$ cat src/rtl/valid_bank_array_pkg.sv
// CDB_types: shared constants and invalidate-sequencer state type for the valid-bit store.
package CDB_types;
    localparam int S_INDEX_DEF = 4;
    localparam int WAYS_DEF = 4;
    typedef enum logic {IDLE, CLEAR} inv_state_t;
endpackage

$ cat src/rtl/valid_bank_array_clear_seq.sv
// valid_clear_seq: flash-invalidate sequencer that clears one set per cycle.
module valid_clear_seq
    import CDB_types::*;
#(
    parameter int S_INDEX = S_INDEX_DEF
) (
    input  logic               clk0,
    input  logic               rst0,
    input  logic               inv_req,
    output logic               clr_en,
    output logic [S_INDEX-1:0] clr_addr,
    output logic               inv_busy,
    output logic               inv_done
);
    inv_state_t state;
    logic [S_INDEX-1:0] cnt;
    assign clr_en = state == CLEAR;
    assign clr_addr = cnt;
    assign inv_busy = state == CLEAR;
    always_ff @(posedge clk0 or negedge rst0) begin
        if (!rst0) begin
            state <= IDLE;
            cnt <= '0;
            inv_done <= 1'b0;
        end else begin
            inv_done <= 1'b0;
            if (state == IDLE) begin
                if (inv_req) state <= CLEAR;
            end else begin
                // cnt wraps to 0 on the final set, ready for the next sequence
                cnt <= cnt + 1'b1;
                if (&cnt) begin
                    state <= IDLE;
                    inv_done <= 1'b1;
                end
            end
        end
    end
endmodule

$ cat src/rtl/valid_bank_array.sv
// valid_bank_array: WAYS valid bits per set with masked writes and sequenced flash invalidate.
// Define VALID_ARRAY_BYPASS_EN to forward a same-cycle write to a read of the same set.
module valid_bank_array
    import CDB_types::*;
#(
    parameter int S_INDEX = S_INDEX_DEF,
    parameter int WAYS = WAYS_DEF
) (
    input  logic               clk0,
    input  logic               rst0,
    input  logic               rd_csb,
    input  logic [S_INDEX-1:0] rd_addr,
    output logic [WAYS-1:0]    rd_dout,
    output logic               rd_valid,
    input  logic               wr_csb,
    input  logic [S_INDEX-1:0] wr_addr,
    input  logic [WAYS-1:0]    wr_mask,
    input  logic [WAYS-1:0]    wr_din,
    output logic               wr_ready,
    input  logic               inv_req,
    output logic               inv_busy,
    output logic               inv_done
);
    localparam int NUM_SETS = 2 ** S_INDEX;
    logic [WAYS-1:0] arr [NUM_SETS];
    logic clr_en;
    logic [S_INDEX-1:0] clr_addr;
    logic wr_en;
    logic [WAYS-1:0] wr_val;
    logic [WAYS-1:0] rd_val;
    valid_clear_seq #(.S_INDEX(S_INDEX)) u_seq (
        .clk0     (clk0),
        .rst0     (rst0),
        .inv_req  (inv_req),
        .clr_en   (clr_en),
        .clr_addr (clr_addr),
        .inv_busy (inv_busy),
        .inv_done (inv_done)
    );
    assign wr_ready = !inv_busy;
    assign wr_en = !wr_csb && wr_ready;
    assign wr_val = (arr[wr_addr] & ~wr_mask) | (wr_din & wr_mask);
`ifdef VALID_ARRAY_BYPASS_EN
    assign rd_val = (wr_en && wr_addr == rd_addr) ? wr_val : arr[rd_addr];
`else
    assign rd_val = arr[rd_addr];
`endif
    always_ff @(posedge clk0 or negedge rst0) begin
        if (!rst0) begin
            for (int i = 0; i < NUM_SETS; i++) arr[i] <= '0;
        end else if (clr_en) begin
            arr[clr_addr] <= '0;
        end else if (wr_en) begin
            arr[wr_addr] <= wr_val;
        end
    end
    always_ff @(posedge clk0 or negedge rst0) begin
        if (!rst0) begin
            rd_dout <= '0;
            rd_valid <= 1'b0;
        end else begin
            rd_valid <= !rd_csb;
            if (!rd_csb) rd_dout <= inv_busy ? '0 : rd_val;
        end
    end
endmodule

$ cat config.mk
export PLATFORM = sky130hd
export DESIGN_NAME = valid_bank_array
export DESIGN_NICKNAME = d
export VERILOG_FILES = /design/src/rtl/valid_bank_array_pkg.sv /design/src/rtl/valid_bank_array_clear_seq.sv /design/src/rtl/valid_bank_array.sv
export SDC_FILE = /design/constraint.sdc
export NUM_CORES = 1
export LEC_CHECK = 0
export ABC_AREA = 1
export CORE_MARGIN = 1.5
export CORE_UTILIZATION = 52
export CTS_BUF_LIST = sky130_fd_sc_hd__clkbuf_4 sky130_fd_sc_hd__clkbuf_8 sky130_fd_sc_hd__clkbuf_16
export DETAILED_ROUTE_END_ITERATION = 8
export DONT_BUFFER_PORTS = 1
export PLACE_DENSITY = 0.7
export SLEW_MARGIN = 40
export SYNTH_ARGS = -nofsm -noshare
export SYNTH_HDL_FRONTEND = slang
export SYNTH_SLANG_ARGS = --single-unit
$ cat constraint.sdc
create_clock -name clk0 -period 2.45 [get_ports clk0]
set_clock_uncertainty 0.05 [all_clocks]
set_input_delay 0.6125 -clock clk0 [delete_from_list [all_inputs] [get_ports clk0]]
set_output_delay 0.6125 -clock clk0 [all_outputs]
set_load 0.01 [all_outputs]
# ---- Word level (Yosys, flattened, before mapping)
# Index checks and enable logic that the tools add are counted.
dict set report classes {
  bitwise 9
  order_cmp 5
  n_addsub 1
  n_reduce_logical 8
  mux 19
}
# op count
set ops {}
lappend ops {{2-to-1 mux 64 bit} 2}
lappend ops {{bitwise AND 64 bit} 1}
lappend ops {{bitwise mux 64 bit} 1}
lappend ops {{inverter 64 bit} 1}
lappend ops {{binary-select mux 4 bit (select 4 bit)} 2}
lappend ops {{demux 4 bit (select 4 bit)} 2}
lappend ops {{2-to-1 mux 4 bit} 7}
lappend ops {{>= comparator 5 bit, second input constant} 3}
lappend ops {{inverter 4 -> 5 bit} 3}
lappend ops {{less-than comparator 5 x 1 -> 1 bit, second input constant} 2}
lappend ops {{bitwise AND 4 bit} 2}
lappend ops {{2-to-1 mux 1 bit} 5}
lappend ops {{adder 4 x 1 -> 4 bit, second input constant} 1}
lappend ops {{inverter 4 bit} 1}
lappend ops {{bitwise OR 4 bit} 1}
lappend ops {{AND reduction 4 bit} 1}
lappend ops {{logical AND 1 bit} 3}
lappend ops {{logical NOT 1 bit} 3}
lappend ops {{nonzero test 2 bit} 1}
dict set report totals {
  out_inout_bits 8
  ff_bits 75
  word_cells 63
}

# ---- Depth between registers and ports, before layout
dict set report depth {
  ltp_word 9
  ltp_mapped 13
}

# ---- Modules after synthesis
# From an unflattened synthesis, not the netlist that was laid out.
dict set report unflattened {
  cells_unflattened 843
  area_unflattened_um2 5516.5
}
# module area_each_um2 instances cells_per_inst seq_area_each_um2
set by_module_without_submodules {}
lappend by_module_without_submodules {valid_bank_array 5257.5 1 816 1726.7}
lappend by_module_without_submodules {valid_clear_seq 259.0 1 27 150.1}

# ---- Worst setup path before layout
# No wires, ideal clock.
dict set report synth_path {
  path_kind {input to register}
  start {input wr_addr[1]}
  end {register arr[36] (netlist name)}
  path_slack_ns 0.624
  setup_time_ns 0.123
  t_arrival_ns 1.652
  required_ns 2.277
  path_buffers 3
  cell_stages 11
  path_cell_list {buf_6 > nand2_1 > buf_4 > nor2_1 > nor2_1 > nand2_1 > a21oi_2 > nand2_4 > buf_6 > nand3_1 > a21oi_1}
}
dict set report synth_via {
  elab_chain_len 9
}
# item line_no
set synth_lines {}
lappend synth_lines {{from (decl)} valid_bank_array.sv:16} ;# input logic [S_INDEX-1:0] wr_addr,
lappend synth_lines {{inverter 4 -> 5 bit (implied by the code) *} {valid_bank_array.sv:42, valid_bank_array.sv:54}}
lappend synth_lines {{binary-select mux 4 bit (select 4 bit)} valid_bank_array.sv:42} ;# assign wr_val = (arr[wr_addr] & ~wr_mask) | (wr_din & wr_mask);
lappend synth_lines {{2-to-1 mux 4 bit (implied by the code) (2 in series)} valid_bank_array.sv:42}
lappend synth_lines {{bitwise AND 4 bit} valid_bank_array.sv:42}
lappend synth_lines {{bitwise OR 4 bit} valid_bank_array.sv:42}
lappend synth_lines {{bitwise mux 64 bit *} valid_bank_array.sv:54} ;# arr[wr_addr] <= wr_val;
lappend synth_lines {{2-to-1 mux 64 bit *} valid_bank_array.sv:53} ;# end else if (wr_en) begin
lappend synth_lines {{2-to-1 mux 64 bit *} valid_bank_array.sv:51} ;# end else if (clr_en) begin
lappend synth_lines {{to (signal, indexed assignment)} valid_bank_array.sv:54}
lappend synth_lines {{to (decl)} valid_bank_array.sv:25} ;# logic [WAYS-1:0] arr [NUM_SETS];
# Mark *: on every way between the ends. The rest lies on a longest branch, timed or not. The select of a mux whose other input is x is not followed.
# A chain may end at the register's enable or synchronous reset.

# ---- Final worst setup path
dict set report layout_path {
  start {register u_seq.state (netlist: u_seq.clr_en)}
  end {output inv_busy}
}
# item line_no
set layout_lines {}
lappend layout_lines {{from (decl)} valid_bank_array_clear_seq.sv:15} ;# inv_state_t state;
lappend layout_lines {{from (signal assigned)} valid_bank_array_clear_seq.sv:22} ;# state <= IDLE;
lappend layout_lines {{from (signal assigned)} valid_bank_array_clear_seq.sv:28} ;# if (inv_req) state <= CLEAR;
lappend layout_lines {{from (signal assigned)} valid_bank_array_clear_seq.sv:33} ;# state <= IDLE;
lappend layout_lines {{to (decl)} valid_bank_array.sv:21} ;# output logic inv_busy,
# No word-level cell between the ends.

==> impl_metrics.env <==
export IMPL_status="complete, no violations"
export IMPL_via_per_inst=6.357
export IMPL_grt_pass1_wl_um=28230
export IMPL_ys_seq_area_share_pct=35.26
export IMPL_path_depth=1
export IMPL_grt_pass1_vias=5149
export IMPL_crit_path_top_delay_cell="dfrtp_4"
export IMPL_synth_seq_cells=75
export IMPL_final_area_um2=5587
export IMPL_syn_inst=790
export IMPL_ctsLongestPathBuffers=2
export IMPL_start_util_pct=53.96
export IMPL_timing_rr_start="u_seq.clr_en"
export IMPL_io_pins=29
export IMPL_critical_path_arrival_ns=1.41
export IMPL_critPathLaunchType="register"
export IMPL_final_common_cell="nor2_1"
export IMPL_hpwl_um=11800
export IMPL_finalHoldWorstSlack_ns=0.08393
export IMPL_gp_congestion=0.8955
export IMPL_finalSetupViolations=0
export IMPL_n_antenna_cell=0
export IMPL_via_count=5772
export IMPL_drtPass1Iterations=7
export IMPL_design_power_total_mw=6.717
export IMPL_clk_pin_slew_ns=0.09
export IMPL_relSlewSlack_pct=64.45
export IMPL_cp_max_fo=49
export IMPL_cts_tree="yes"
export IMPL_switching_share_pct=46.82
export IMPL_slew_viol_final=0
export IMPL_grt_start_max_net_pins=76
export IMPL_min_period_ns=2.071
export IMPL_num_rows=36
export IMPL_powerDensity_nw_per_um2=1202
export IMPL_fmax_ghz=0.4829
export IMPL_rsz0062_at_grt="no"
export IMPL_gr_total_overflow=0
export IMPL_cp_buffers_inverters=1
export IMPL_drtIter0Drc=508
export IMPL_ir_drop_uv=930.4
export IMPL_port_buffers=0
export IMPL_leakagePower_nw=2.518
export IMPL_route_detailed_drc=0
export IMPL_cpLargestDelayFamily="flip-flops"
export IMPL_clkPwrFrac_pct=16.9
export IMPL_netlist_area_leader_share_pct=35.26
export IMPL_seq_power_share_pct=38.4
export IMPL_synth_area_um2=5323
export IMPL_dp_cells=891
export IMPL_drive_gt1_share_pct=6.839
export IMPL_cts_buffers_inserted=9
export IMPL_cts_root_buf="clkbuf_8"
export IMPL_worst_slew_pin_slew_ns=0.5313
export IMPL_cts_resized=0
export IMPL_postRouteAntennaNets=0
export IMPL_worstSetupEndpointType="output pin"
export IMPL_worst_setup_path_type="reg -> out"
export IMPL_yosysWarnings=0
export IMPL_postSynthAreaPerCell_um2=6.737
export IMPL_slowest_delay_ns=0.73
export IMPL_fp_dieArea_um2=10850
export IMPL_final_cell_mix="149 x nor2_1, 143 x nand2_1, 88 x nand3_1"
export IMPL_yosysUniqueCellTypes=26
export IMPL_crit_chain="buf_12"
export IMPL_die_w_um=104.2
export IMPL_nNetsFinal=795
export IMPL_maxCapViolCount=0
export IMPL_htreeDepth=3
export IMPL_hold_viol=0
export IMPL_insertion_delay_ns=0.37
export IMPL_r2r_slack_ns=0.64
export IMPL_fin_tns_setup_ns=0
export IMPL_fp_coreArea_um2=9864
export IMPL_placed_area_um2=5333
export IMPL_grt_total_usage_pct=33.85
export IMPL_r2r_end="arr[0]"
export IMPL_reg2regPathDepth=5
export IMPL_worst_endpoint_required_ns=1.79
export IMPL_period_share_pct=84.53
export IMPL_final_cells=908
export IMPL_netSwitchingPower_mw=3.145
export IMPL_intPower_mw=3.572
export IMPL_combPwrFrac_pct=44.8
export IMPL_clock_sinks=75
export IMPL_yosys_area_top_type="dfrtp_1"
export IMPL_hold_class="in -> async"
export IMPL_synth_area_leaders="dfrtp_1 35%, nor2_1 11%, nand2_1 10%"
export IMPL_die_h_um=104.2
export IMPL_avgRoutedWirePerCell_um=20.07
export IMPL_antenna_found_initial=0
export IMPL_syn_nets=815
export IMPL_drt_wl_total_um=18230
export IMPL_syn2layout_area_growth_pct=4.960
kinds of logic (layout without fill, tap and decap cells):
kind of cell,after synthesis,in the layout,synth area share (%)
buffers and inverters,100,85,8.956
xor gates and xnor gates,3,3,0.4937
DFF,75,75,35.26
AOI/OAI and AO/OA,201,201,21.51
and+or+nand+nor,407,407,32.84
adders and majority gates,4,4,0.9403
synthesized netlist by cell type:
| cell type | number |
|---|---|
| xor2_1 | 3 |
| nand2_1 | 144 |
| inv_2 | 2 |
| buf_8 | 1 |
| inv_6 | 1 |
| nand2_4 | 7 |
| nor2_2 | 2 |
| buf_4 | 3 |
| nor2_1 | 149 |
| ha_1 | 4 |
| nand4_1 | 1 |
| dfrtp_1 | 75 |
| a31oi_1 | 64 |
| buf_6 | 9 |
| clkbuf_1 | 24 |
| a21oi_2 | 5 |
| nor3_1 | 10 |
| nand3_1 | 88 |
| o21ai_0 | 33 |
| buf_1 | 1 |
| buf_2 | 5 |
| nor3_2 | 6 |
| o221ai_1 | 8 |
| a21oi_1 | 87 |
| o211ai_1 | 4 |
| inv_1 | 54 |
registers in the layout, indices dropped and copies added (netlist names):
| name | flops |
|---|---|
| arr | 64 |
| rd_dout | 4 |
| u_seq.clr_addr | 4 |
| rd_valid | 1 |
| u_seq.clr_en | 1 |
| u_seq.inv_done | 1 |
metrics by stage:
step                util (%)  worst slack (ns)
floorplan                  -            0.6244
global placement       54.03            0.2953
detailed placement     54.06            0.2387
CTS                    56.63            0.3890
global route           56.63            0.3141
finish                 56.63            0.3790
power by group through the flow:
stage	combinational, mW	sequential [mW]	clock [mW]
6_report	3.01	2.58	1.13
5_1_grt	3.37	2.64	1.18
4_1_cts	2.94	2.55	1.13
3_5_place_dp	2.89	2.57	0
3_3_place_gp	2.80	2.55	0
2_1_floorplan	2.45	2.24	0
layout make-up:
type	instances	area (µm²)
fillers	970	4278
clock buffers	10	137.6
flip-flops and latches	75	1881
well taps	133	166.4
multi-input cells	615	2972
clock inverters	6	88.84
repair buffers	12	122.6
inverters	57	219.0
how the worst max path moves through the flow:
| stage | slack, ns | from | endpoint |
|---|---|---|---|
| CTS | 0.39 | u_seq.clr_en | inv_busy |
| finish | 0.38 | u_seq.clr_en | inv_busy |
| detailed placement | 0.24 | wr_addr[0] | arr[6] |
| global placement | 0.30 | wr_addr[0] | arr[18] |
| global route | 0.31 | u_seq.clr_en | inv_busy |
| floorplan | 0.62 | wr_addr[1] | arr[36] |
metal layers:
metal  up-vias  GRT usage (%)  share of wire, %
li1       2648              -                 -
met1      2699          45.57                40
met2       352          51.47                44
met3        73          6.328                11
met4         0          18.45               4.7
met5         -              0                 0
timing repair:
| action | 4_1_cts | 5_1_grt |
|---|---|---|
| setup buffers | 0 | 0 |
| hold endpoints to repair | 75 | 0 |
| hold buffers | 1 | 0 |
No activity file was read; power rests on OpenSTA's default activity.
